### src/rtl/circuit8_seq_if.sv
// Start/Done request bus for circuit8_seq: operands in, registered result out.
// DivZero exists only when CIRCUIT8_SEQ_DIVZERO_FLAG_EN is defined.
interface circuit8_seq_if #(
   parameter int DATAWIDTH = 64
);
   logic                 Start;
   logic [DATAWIDTH-1:0] a;
   logic [DATAWIDTH-1:0] c;
   logic [DATAWIDTH-1:0] zero;
   logic                 Done;
   logic [DATAWIDTH-1:0] z;
`ifdef CIRCUIT8_SEQ_DIVZERO_FLAG_EN
   logic                 DivZero;

   modport master (output Start, a, c, zero, input Done, z, DivZero);
   modport slave  (input Start, a, c, zero, output Done, z, DivZero);
`else
   modport master (output Start, a, c, zero, input Done, z);
   modport slave  (input Start, a, c, zero, output Done, z);
`endif
endinterface

### src/rtl/circuit8_seq.sv
// Sequential circuit8: z = ((a mod c) == zero) ? a - 1 : c + 1, using a one-bit-per-clock
// restoring remainder unit. Optional DivZero flag under CIRCUIT8_SEQ_DIVZERO_FLAG_EN.
module circuit8_seq #(
   parameter int DATAWIDTH = 64
) (
   input logic            Clk,
   input logic            Rst,
   circuit8_seq_if.slave  bus
);

   localparam int CNT_W = (DATAWIDTH > 1) ? $clog2(DATAWIDTH) : 1;

   typedef enum logic [1:0] {
      WAIT = 2'd0,
      DIV  = 2'd1,
      OUT  = 2'd2
   } state_t;

   state_t               state, stateNext;
   logic [DATAWIDTH-1:0] ra, rc, rz;
   logic [DATAWIDTH-1:0] d;
   logic [DATAWIDTH-1:0] r;
   logic [CNT_W-1:0]     count;
   logic [DATAWIDTH-1:0] zReg;
   logic                 doneReg;
   logic                 lastIter;

   // The remainder register only needs DATAWIDTH bits: after each restore it is below rc,
   // so the extra bit exists only in the shifted trial value.
   logic [DATAWIDTH:0]   rShift;
   logic [DATAWIDTH-1:0] rDiff;
   logic                 rGeq;
   logic [DATAWIDTH-1:0] rNext;

   function automatic logic [DATAWIDTH-1:0] selectResult(
      input logic [DATAWIDTH-1:0] remVal,
      input logic [DATAWIDTH-1:0] opA,
      input logic [DATAWIDTH-1:0] opC,
      input logic [DATAWIDTH-1:0] cmpVal
   );
      return (remVal == cmpVal) ? opA - DATAWIDTH'(1) : opC + DATAWIDTH'(1);
   endfunction

   assign rShift   = {r, d[DATAWIDTH-1]};
   assign rDiff    = rShift[DATAWIDTH-1:0] - rc;
   assign rGeq     = (rShift >= {1'b0, rc});
   assign rNext    = rGeq ? rDiff : rShift[DATAWIDTH-1:0];
   assign lastIter = (count == CNT_W'(DATAWIDTH - 1));

   always_ff @(posedge Clk or negedge Rst) begin
      if (!Rst) state <= WAIT;
      else      state <= stateNext;
   end

   always_comb begin
      stateNext = state;
      unique case (state)
         WAIT:    if (bus.Start) stateNext = DIV;
         DIV:     if (lastIter)  stateNext = OUT;
         OUT:     stateNext = WAIT;
         default: stateNext = WAIT;
      endcase
   end

`ifdef CIRCUIT8_SEQ_DIVZERO_FLAG_EN
   logic divZeroReg;
   assign bus.DivZero = divZeroReg;

   always_ff @(posedge Clk or negedge Rst) begin
      if (!Rst)              divZeroReg <= 1'b0;
      else if (state == OUT) divZeroReg <= (rc == '0);
   end
`endif

   always_ff @(posedge Clk or negedge Rst) begin
      if (!Rst) begin
         ra      <= '0;
         rc      <= '0;
         rz      <= '0;
         d       <= '0;
         r       <= '0;
         count   <= '0;
         zReg    <= '0;
         doneReg <= 1'b0;
      end else begin
         unique case (state)
            WAIT: begin
               doneReg <= 1'b0;
               if (bus.Start) begin
                  ra    <= bus.a;
                  rc    <= bus.c;
                  rz    <= bus.zero;
                  d     <= bus.a;
                  r     <= '0;
                  count <= '0;
               end
            end
            DIV: begin
               r     <= rNext;
               d     <= d << 1;
               count <= count + CNT_W'(1);
            end
            OUT: begin
               zReg    <= selectResult(r, ra, rc, rz);
               doneReg <= 1'b1;
            end
            default: doneReg <= 1'b0;
         endcase
      end
   end

   assign bus.Done = doneReg;
   assign bus.z    = zReg;

endmodule
### src/flat_wrapper.sv
// flat-port wrapper written by rule: the top's interface ports become plain ports
module circuit8_seq_flat 
#(
   parameter int DATAWIDTH = 64
)
  (Clk, Rst, bus_Start, bus_a, bus_c, bus_zero, bus_Done, bus_z);
  circuit8_seq_if #(.DATAWIDTH(DATAWIDTH)) bus_i ();
  input logic Clk;
  input logic Rst;
  input wire logic [$bits(bus_i.Start)-1:0] bus_Start;
  input wire logic [$bits(bus_i.a)-1:0] bus_a;
  input wire logic [$bits(bus_i.c)-1:0] bus_c;
  input wire logic [$bits(bus_i.zero)-1:0] bus_zero;
  output wire logic [$bits(bus_i.Done)-1:0] bus_Done;
  output wire logic [$bits(bus_i.z)-1:0] bus_z;
  assign bus_i.Start = bus_Start;
  assign bus_i.a = bus_a;
  assign bus_i.c = bus_c;
  assign bus_i.zero = bus_zero;
  assign bus_Done = bus_i.Done;
  assign bus_z = bus_i.z;
  circuit8_seq #(.DATAWIDTH(DATAWIDTH)) u_core (.Clk(Clk), .Rst(Rst), .bus(bus_i));
endmodule
### config.mk
export PLATFORM = sky130hd
export DESIGN_NAME = circuit8_seq_flat
export DESIGN_NICKNAME = d
export VERILOG_FILES = /design/src/rtl/circuit8_seq_if.sv /design/src/rtl/circuit8_seq.sv /design/src/flat_wrapper.sv
export SDC_FILE = /design/constraint.sdc
export NUM_CORES = 1
export LEC_CHECK = 0
export BUFFER_PORTS_ARGS = -buffer_cell sky130_fd_sc_hd__buf_2
export CAP_MARGIN = 20
export CELL_PAD_IN_SITES_DETAIL_PLACEMENT = 0
export CELL_PAD_IN_SITES_GLOBAL_PLACEMENT = 1
export CORE_MARGIN = 8
export CORE_UTILIZATION = 48
export CTS_CLUSTER_SIZE = 28
export DETAILED_ROUTE_END_ITERATION = 10
export MAX_ROUTING_LAYER = met4
export PLACE_DENSITY_LB_ADDON = 0.1
export SLEW_MARGIN = 5
export SYNTH_ARGS = -nofsm -noshare
export SYNTH_HDL_FRONTEND = slang
export SYNTH_SLANG_ARGS = --single-unit
### constraint.sdc
create_clock -name Clk -period 6.95 [get_ports Clk]
set_clock_uncertainty 0.05 [all_clocks]
set_input_delay 1.0425 -clock Clk [delete_from_list [all_inputs] [get_ports Clk]]
set_output_delay 1.0425 -clock Clk [all_outputs]
set_load 0.02 [all_outputs]
==> results by group, run 1 <==
Worst setup path
  • CP max FO: 52
  • Buf/Inv on CP: 1
  • Slowest stage delay, CP: 0.64 ns
  • FF-to-FF path depth: 11
  • Critical R2R Capture: u_core.r[11]
  • Top delay family on crit path: compound AO/OA/AOI/OAI gates
  • R2R setup slack: 2.61 ns
  • Worst path arrival time: 4.73 ns
  • Crit-path cells: ha_1, a21o_1, a211o_1, a22oi_1, o2bb2ai_1, nor3_1, a211oi_1, o31ai_4, buf_4, mux2i_1, o21ai_0
  • Startpoint Class: register
  • Critical path class: register to register
  • Worst r2r src: u_core.r[13]
  • Worst path slowest cell: nor3_1
  • CP required: 7.34 ns
  • Critical path endpoint category: register

Detailed routing
  • Vias per cell: 5.70
  • Drt first pass iters: 5
  • Drt drc: 0
  • Wire length per cell: 20.9 um
  • Routed via count: 20300
  • Routed Antenna Nets: 0
  • Routed WL: 74700 um
  • Initial DRC Count: 1726

Synth
  • Cells after synthesis: 2754
  • Asr flop ratio synth: 1.00
  • Number of flops mapped to enable cells by yosys: 0
  • Synth Area in XOR/XNOR: 0.0926
  • Multiplexer share of the synthesized area: 0.0128
  • Synthesized flop and latch total: 393
  • Adder-Cell Fraction of Synth Area: 0.0378
  • Predominant post-synthesis flop cell: dfrtp_1
  • Post-Synthesis Mean Instance Area: 8.25 um2
  • Cell variety after synth: 69
  • Largest family of logic cells by synthesized area: simple AND/OR/NAND/NOR gates
  • Post-synthesis simple-gate area fraction: 0.231
  • Synth Area in Compound Gates: 0.153
  • Mapped Nets: 3017
  • Warnings, synthesis: 0
  • Synth Cell Area: 22700 um2
  • Sequential-to-total area share from yosys stat: 0.433

STA
  • Fmax achieved: 230 MHz
  • Crit path time final: 4.34 ns
  • Final worst path period share: 0.624
  • Slew Limit Fails: 0
  • Final Hold Fails: 0
  • RSZ-0062 raised after global routing: false
  • Worst slew pin tran: 1.04 ns
  • Setup-failing EPs final: 0
  • Setup_tns: 0 ns
  • Max-slew headroom: 0.285
  • Final setup margin: 2.61 ns

Pwr
  • Clock Power Share: 0.197
  • Cell-internal power: 7.10 mW
  • PwrDens: 493 nW/um2
  • Seq pwr share: 0.309
  • Peak supply drop: 372 uV
  • Combinational fraction of design power: 0.494
  • LEAKAGE: 12.1 nW
  • Sw Pwr: 5.71 mW
  • Switch share: 0.446

Clock network
  • Clock Root Buffer: clkbuf_16
  • CTS clk-pin slew, worst paths: 0.06 ns
  • Post-CTS setup buffers: 0
  • CTS Buf Count: 45
  • Clk sinks: 393
  • Clock Latency Late Sink: 0.59 ns
  • # resized after CTS: 0
  • CTS tree: built
  • CTS H-tree depth: 2
  • Hold_buf cts: 0
  • Clock Tree Buf Depth: 3

Global routing
  • Initial antenna violation count: 2
  • Tot GR Track Use: 0.277
  • Congestion Overflow GR: 0
  • Largest net degree at the start of global routing: 167
  • Vias in the first global route: 19900
  • First-pass GRT wire length: 114000 um

Floorplan
  • Core Region: 46700 um2
  • Die height: 234 um
  • Die W: 234 um
  • I/O Pins: 260
  • Cell row count: 79
  • Full die area: 54500 um2
  • Starting Density: 0.487

Cells and area
  • Final core occ: 0.557
  • Footprint of the multi-input gates: 12000 um2
  • Reg area: 9830 um2
  • # nets final: 3191
  • Ratio of cells with drive above 1 in the final layout: 0.128
  • Synthesis-to-finish area growth: 14.4%
  • Commonest non-fill, non-tap cell in the layout: nand2_1
  • Fill cell count: 4463
  • Most frequent cells in the layout: nand2_1 (816), dfrtp_1 (393), buf_2 (258)

Run
  • Max Cap Viol: 0

Placement
  • PortBufs: 259
  • GP Congestion: 0.926
  • Post-DP HPWL: 56400 um
  • Place WS: 2.69 ns

Run status
  • Status: finished clean

Hold path
  • Hold Crit Class: input port to async pin
-- cell usage after synthesis, types with 24 or more instances --
library cell,instances,area share
a21o_1,24,0.0079
a21oi_1,126,0.028
a22oi_1,63,0.021
clkbuf_1,137,0.023
dfrtp_1,393,0.43
ha_1,67,0.037
inv_1,81,0.013
mux2i_1,29,0.013
nand2_1,817,0.14
nand3_1,52,0.011
nand4_1,52,0.014
nor2_1,114,0.019
nor3_1,49,0.011
o21ai_0,237,0.052
xnor2_1,187,0.072
xor2_1,53,0.020
-- sequential cells by signal, summed over array words and instances (netlist names) --
| register | cells |
|---|---|
| u_core.bus.z | 64 |
| u_core.d | 64 |
| u_core.r | 64 |
| u_core.ra | 64 |
| u_core.rc | 64 |
| u_core.rz | 64 |
| u_core.count | 6 |
| u_core.state | 2 |
| u_core.bus.Done | 1 |
-- power groups by stage --
| stage | Clock (mW) | Sequential, mW | Combinational, mW |
|---|---|---|---|
| 3_5_place_dp | 0 | 3.97 | 6.29 |
| 5_1_grt | 2.65 | 4.04 | 6.99 |
| 2_1_floorplan | 0 | 3.66 | 4.59 |
| 3_3_place_gp | 0 | 3.95 | 6.26 |
| 6_report | 2.53 | 3.95 | 6.33 |
| 4_1_cts | 2.57 | 3.94 | 6.31 |
-- worst max path at each step --
stage	from	end	slack [ns]	cells past startpoint
after CTS	u_core.r[13]	u_core.r[47]	2.69	12
final	u_core.r[13]	u_core.r[11]	2.61	11
after global routing	u_core.rc[14]	u_core.r[47]	2.36	13
after global placement	u_core.r[13]	u_core.r[11]	2.70	11
after detailed placement	u_core.r[13]	u_core.r[11]	2.69	11
after floorplan	u_core.ra[30]	u_core.bus.z[62]	3.20	12
-- worst register-to-register path: stages, from the launching register on --
cell and delay, ns:
dfrtp_1 0.46, ha_1 0.43, a21o_1 0.23, a211o_1 0.33
a22oi_1 0.29, o2bb2ai_1 0.10, nor3_1 0.64, a211oi_1 0.28
o31ai_4 0.30, buf_4 0.57, mux2i_1 0.40, o21ai_0 0.11
-- metrics by stage --
step	power (mW)	std cells	hold WS, ns	cell area, um2
3_5_place_dp	10.3	3487	0.406	24400
6_report	12.8	3572	0.347	26000
5_1_grt	13.7	3572	0.399	26000
2_1_floorplan	8.25	2754	0.389	22700
3_3_place_gp	10.2	3487	0.400	24400
4_1_cts	12.8	3570	0.369	26000
-- per-layer routing --
layer  global-route usage  share of wire  vias to the layer above  wire length (um)
met3               0.0453          0.059                      118              4400
met2                0.447           0.48                      604             35600
met5                    -              0                        -                 0
met1                0.357           0.43                     9905             32300
met4               0.0855          0.031                        0              2310
li1                     -              -                     9719                 -
-- area by class of cell --
type / instances / area share
repair buffers: 279 / 0.0575
clock inverters: 19 / 0.0103
clock buffers: 64 / 0.0499
diodes: 1 / 0.0000963
well taps: 607 / 0.0292
flip-flops and latches: 393 / 0.378
inverters: 81 / 0.0117
multi-input cells: 2128 / 0.463
-- kinds of logic after synthesis --
| group | count (synthesis) |
|---|---|
| simple gates | 1210 |
| xor+xnor | 240 |
| mux | 29 |
| flops | 393 |
| fa+ha+maj | 68 |
| buf+inv | 233 |
| compound gates | 581 |
Note: power is estimated with default switching activity, not from simulation.
==> run 2: changes to the inputs <==
--- a/config.mk
+++ b/config.mk
@@ -10,7 +10,7 @@
 export CELL_PAD_IN_SITES_DETAIL_PLACEMENT = 0
 export CELL_PAD_IN_SITES_GLOBAL_PLACEMENT = 1
 export CORE_MARGIN = 8
-export CORE_UTILIZATION = 48
+export CORE_UTILIZATION = 40
 export CTS_CLUSTER_SIZE = 28
 export DETAILED_ROUTE_END_ITERATION = 10
 export MAX_ROUTING_LAYER = met4
==> constraint.sdc (replaced) <==
create_clock -name Clk -period 3.66 [get_ports Clk]
set_clock_uncertainty 0.05 [all_clocks]
set_input_delay 0.549 -clock Clk [delete_from_list [all_inputs] [get_ports Clk]]
set_output_delay 0.549 -clock Clk [all_outputs]
set_load 0.02 [all_outputs]
==> results by group, run 2 (same netlist as run 1, synthesis figures left out) <==
Cells and area
  • Commonest non-fill, non-tap cell in the layout: nand2_1
  • Fill cell count: 5660 (+27%)
  • Most frequent cells in the layout: nand2_1 (816), dfrtp_1 (393), buf_2 (258)
  • Post-route cell area: 27900 um2 (+7.3%)
  • # nets final: 3385 (+6.1%)
  • Ratio of cells with drive above 1 in the final layout: 0.187 (+0.0598)
  • Ant. Diodes: 0 (-1)
  • Synthesis-to-finish area growth: 22.8%

Worst setup path
  • Worst path arrival time: 4.16 ns (-0.57 ns)
  • Critical path class: register to register
  • FF-to-FF path depth: 10 (-1)
  • Crit path to: u_core.bus.z[62]
  • CP max FO: 5 (-90%)
  • Crit path launch: u_core.ra[30]
  • CP required: 4.12 ns (-3.22 ns)
  • Critical R2R Capture: u_core.bus.z[62]
  • R2R setup slack: -0.04 ns (-2.65 ns)
  • Critical path endpoint category: register
  • Startpoint Class: register
  • Worst r2r src: u_core.ra[30]

Global routing
  • Initial antenna violation count: 0 (-2)
  • Tot GR Track Use: 0.253 (-0.0244)
  • Largest net degree at the start of global routing: 154 (-7.8%)
  • First-pass GRT wire length: 124000 um (+9.2%)
  • Congestion Overflow GR: 0 (unchanged)
  • Vias in the first global route: 21200 (+6.7%)

Hold path
  • Hold_sp: bus_zero[25]
  • Hold Crit Class: input port to register

Detailed routing
  • Drt first pass iters: 5 (unchanged)
  • Routed Antenna Nets: 0 (unchanged)
  • Wire length per cell: 20.5 um (-1.9%)
  • Routed WL: 80200 um (+7.4%)
  • Initial DRC Count: 1470 (-15%)
  • Drt drc: 0 (unchanged)
  • Vias per cell: 5.30 (-7.0%)
  • Routed via count: 20700 (+1.8%)

Placement
  • Place WS: -0.217 ns (-2.91 ns)
  • GP Congestion: 0.970 (+4.8%)
  • PortBufs: 259 (unchanged)
  • Post-DP HPWL: 62100 um (+10%)
  • Placed Area: 26100 um2 (+6.9%)

Clock network
  • CTS Buf Count: 48 (+6.7%)
  • CTS H-tree depth: 2 (unchanged)
  • Clk sinks: 393 (unchanged)
  • CTS tree: built
  • Clock Latency Late Sink: 0.59 ns (about the same)
  • Clock Tree Buf Depth: 3 (unchanged)
  • Clock Root Buffer: clkbuf_16
  • CTS clk-pin slew, worst paths: 0.06 ns (about the same)

Pwr
  • PwrDens: 949 nW/um2 (+93%)
  • LEAKAGE: 13.1 nW (+8.5%)
  • Peak supply drop: 460 uV (+24%)

STA
  • RSZ-0062 raised after global routing: true
  • Max-slew headroom: 0.407 (+0.121)
  • Final Hold Fails: 0 (unchanged)
  • Slew Limit Fails: 0 (unchanged)
  • WHS: 0.0965 ns (-0.250 ns)
  • Final worst path period share: 1.01 (+0.386)
  • Worst slew pin tran: 0.890 ns (-0.155 ns)
  • Setup_tns: -0.0376 ns (-0.0376 ns)
  • Fmax achieved: 270 MHz (+17%)
  • Crit path time final: 3.70 ns (-0.642 ns)
  • Final setup margin: -0.0376 ns (-2.65 ns)
  • Setup-failing EPs final: 1 (+1)

Floorplan
  • Die height: 254 um (+8.9%)
  • Die W: 254 um (+8.9%)
  • I/O Pins: 260 (unchanged)
  • Starting Density: 0.403 (-0.0832)
  • Cell row count: 87 (+10%)
  • Core Region: 56300 um2 (+21%)
  • Full die area: 64700 um2 (+19%)

Run
  • Max Cap Viol: 0 (unchanged)

Run status
  • Violated checks: negative setup slack
  • Status: finished, violations left
run 2: changes by cell type in the layout (fill, tap and decap cells not counted), moves of 3 or more:
cell,delta
bufinv_16,-3
clkbuf_16,+5
or4_1,-4
buf_4,+181
clkbuf_8,+5
or4_4,+4
buf_12,+8
run 2: timing repair:
action | 4_1_cts | 5_1_grt
setup endpoints to repair | 11 | 70
hold buffers | 1 | 0
buffers inserted | 1 | 7
endpoints found under the hold margin | 67 | 0
pin swaps | 4 | 16
gates cloned | 0 | 1
gates resized for setup | 8 | 16
run 2: area by class of cell:
type | count | area [um2] | area share
multi-input cells | 2128 | 12100 | 0.435
clock inverters | 11 | 145 | 0.00521
flip-flops and latches | 393 | 9830 | 0.353
inverters | 81 | 304 | 0.0109
repair buffers | 470 | 3050 | 0.109
well taps | 756 | 946 | 0.0339
clock buffers | 72 | 1460 | 0.0525
run 2: how the worst min path moves through the flow:
stage                            endpoint  slack (ns)  cells after the start
after floorplan           u_core.bus.Done        0.20                      0
after global routing        u_core.rz[34]        0.09                      3
after global placement        u_core.d[4]        0.40                      2
final                       u_core.rz[25]         0.1                      3
after detailed placement     u_core.d[32]        0.41                      2
after CTS                   u_core.rz[25]        0.06                      3
run 2: layer usage:
layer,GRT usage,up-vias,share of wire
met5,-,-,0
met4,0.0673,0,0.025
met3,0.0374,104,0.046
met2,0.413,467,0.48
met1,0.327,10100,0.45
li1,-,10100,-
run 2: metrics by stage:
step	util	total power, mW	cells
6_report	0.495	26.5	3911
3_5_place_dp	0.463	21.3	3818
5_1_grt	0.495	28.4	3911
3_3_place_gp	0.463	21.2	3818
2_1_floorplan	-	15.7	2754
4_1_cts	0.493	26.3	3903
run 2: critical path: stages (launching register included):
cell and delay [ns]:
dfrtp_1 0.37, or4_4 0.54, or4_4 0.43, or4_4 0.49, or2_4 0.27, or4_4 0.43
or4_4 0.50, nor3_4 0.14, xor2_1 0.16, mux2i_1 0.08, o21ai_1 0.14
run 2: power breakdown:
group / total [mW] / leakage, nW / switching, mW / internal [mW]
Clock: 4.82 / 0.795 / 1.93 / 2.89
Sequential: 7.32 / 4.62 / 1.46 / 5.85
Combinational: 14.3 / 7.67 / 8.09 / 6.24
==> run 3: changes to the inputs <==
--- a/config.mk
+++ b/config.mk
@@ -14,7 +14,7 @@
 export CTS_CLUSTER_SIZE = 28
 export DETAILED_ROUTE_END_ITERATION = 10
 export MAX_ROUTING_LAYER = met4
-export PLACE_DENSITY_LB_ADDON = 0.1
+export PLACE_DENSITY = 0.77
 export SLEW_MARGIN = 5
 export SYNTH_ARGS = -nofsm -noshare
 export SYNTH_HDL_FRONTEND = slang
==> results by group, run 3 (same netlist as run 1, synthesis figures left out) <==
Global routing
  • Vias in the first global route: 21500 (+1.3%)
  • Tot GR Track Use: 0.250 (-0.00299)
  • Initial antenna violation count: 0 (unchanged)
  • First-pass GRT wire length: 123000 um (-0.64%)
  • Congestion Overflow GR: 0 (unchanged)
  • Largest net degree at the start of global routing: 207 (+34%)

STA
  • Final Hold Fails: 0 (unchanged)
  • Final worst path period share: 1.02 (+0.00873)
  • RSZ-0062 raised after global routing: true
  • Worst slew pin tran: 0.857 ns (-0.0326 ns)
  • Final setup margin: -0.0695 ns (-0.0319 ns)
  • Crit path time final: 3.73 ns (+0.0319 ns)
  • Fmax achieved: 268 MHz (-0.86%)
  • Slew Limit Fails: 0 (unchanged)
  • Max-slew headroom: 0.428 (+0.0217)
  • Setup-failing EPs final: 9 (+8)

Run status
  • Status: finished, violations left
  • Violated checks: negative setup slack

Clock network
  • Clock Latency Late Sink: 0.60 ns (about the same)
  • Clock Root Buffer: clkbuf_16
  • Clk sinks: 393 (unchanged)
  • CTS tree: built
  • CTS H-tree depth: 2 (unchanged)
  • CTS clk-pin slew, worst paths: 0.06 ns (about the same)
  • Clock Tree Buf Depth: 3 (unchanged)
  • CTS Buf Count: 47 (-2.1%)

Detailed routing
  • Vias per cell: 5.37 (+1.4%)
  • Drt first pass iters: 8 (+3)
  • Initial DRC Count: 1642 (+12%)
  • Routed Antenna Nets: 0 (unchanged)
  • Drt drc: 0 (unchanged)
  • Routed via count: 21200 (+2.4%)
  • Wire length per cell: 20.1 um (-1.8%)
  • Routed WL: 79500 um (-0.82%)

Worst setup path
  • CP max FO: 5 (unchanged)
  • Critical path class: register to register
  • CP required: 4.12 ns (about the same)
  • Startpoint Class: register
  • Worst path arrival time: 4.19 ns (+0.03 ns)
  • Critical path endpoint category: register

Placement
  • Post-DP HPWL: 61100 um (-1.7%)
  • Place WS: -0.158 ns (+0.0591 ns)
  • GP Congestion: 0.935 (-3.6%)
  • PortBufs: 259 (unchanged)

Cells and area
  • Footprint of the multi-input gates: 12200 um2 (+0.21%)
  • Commonest non-fill, non-tap cell in the layout: nand2_1
  • Ratio of cells with drive above 1 in the final layout: 0.198 (+0.0103)
  • Final core occ: 0.502 (+0.00687)
  • Ant. Diodes: 0 (unchanged)
  • Fill cell count: 5544 (-2.0%)
  • Most frequent cells in the layout: nand2_1 (816), dfrtp_1 (393), buf_2 (258)
  • Reg area: 9830 um2 (unchanged)
  • Synthesis-to-finish area growth: 24.5%
  • # nets final: 3419 (+1.0%)

Floorplan
  • Starting Density: 0.403 (unchanged)
  • I/O Pins: 260 (unchanged)
  • Cell row count: 87 (unchanged)
  • Die height: 254 um (unchanged)
  • Core Region: 56300 um2 (unchanged)
  • Die W: 254 um (unchanged)
  • Full die area: 64700 um2 (unchanged)

Pwr
  • LEAKAGE: 13.3 nW (+1.5%)
  • Peak supply drop: 435 uV (-5.4%)
  • PwrDens: 953 nW/um2 (+0.43%)

Run
  • Max Cap Viol: 0 (unchanged)

Hold path
  • Hold Crit Class: input port to register
==> run 3: cell count changes in the layout (fill, tap and decap cells not counted), moves of 2 or more <==
cell / before / now
buf_4: 198 / 232
bufinv_16: 2 / 7
clkbuf_1: 8 / 6
clkbuf_16: 50 / 48
clkbuf_8: 15 / 11
clkinv_2: 6 / 8
clkinvlp_4: 0 / 2
nor2_2: 2 / 0
nor2_4: 2 / 5
o21ai_0: 237 / 235
o21ai_1: 10 / 12
==> run 3: final cells by class <==
class	count	area share
tap	756	0.0335
inverter	81	0.0108
timing repair buffer	505	0.117
clock buffer	65	0.0486
clock inverter	21	0.0118
multi-input combinational	2128	0.430
sequential	393	0.348
==> run 3: power breakdown <==
| group | internal, mW | switching, mW | total, mW |
|---|---|---|---|
| registers | 5.85 | 1.34 | 7.20 |
| clock network | 3.14 | 2.01 | 5.14 |
| logic | 6.51 | 8.10 | 14.6 |
| total | 15.5 | 11.4 | 26.9 |
==> run 3: final timing paths <==
check / start / end / slack (ns) / cells past startpoint
worst max-delay path: u_core.ra[30] / u_core.bus.z[62] / -0.07 / 10
worst min-delay path: bus_zero[26] / u_core.rz[26] / 0.09 / 3
worst max register to register: u_core.ra[30] / u_core.bus.z[62] / -0.07 / 10
worst min register to register: u_core.d[50] / u_core.d[50] / 0.42 / 2
max in group asynchronous: Rst / u_core.d[51] / 2.07 / 3
min in group asynchronous: Rst / u_core.rz[5] / 0.51 / 2
==> run 3: critical path: stages, from the launching register on <==
cell	delay [ns]
dfrtp_1	0.39
or4_4	0.55
or4_4	0.43
or4_4	0.49
or2_4	0.27
or4_4	0.43
or4_4	0.51
nor3_4	0.14
xor2_1	0.15
mux2i_1	0.08
o21ai_1	0.14
==> run 3: what timing repair did <==
item | 4_1_cts | 5_1_grt
gates cloned | 0 | 0
pin swaps | 4 | 13
endpoints found under the hold margin | 73 | 0
resized for setup | 9 | 21
buffers inserted | 4 | 9
setup endpoints to repair | 14 | 65
hold buffers | 1 | 0
==> run 3: metal layers <==
metal / wire length [um] / vias to the layer above / GRT usage
met5: 0 / - / -
met4: 2120 / 0 / 0.0693
met3: 4160 / 133 / 0.0314
met2: 38400 / 556 / 0.409
met1: 34900 / 10400 / 0.324
li1: - / 10200 / -
==> run 3: metrics by stage <==
step	TNS, ns	power, mW	hold slack (ns)	instances	cell area [um2]
final	-0.372	26.9	0.0931	3949	28300
after global routing	-1.26	28.8	0.0911	3949	28300
after CTS	-0.367	26.9	0.0716	3940	28100
after detailed placement	-1.15	21.5	0.407	3849	26300
after global placement	-0.711	21.4	0.402	3849	26300
after floorplan	-0.399	15.7	0.203	2754	22700
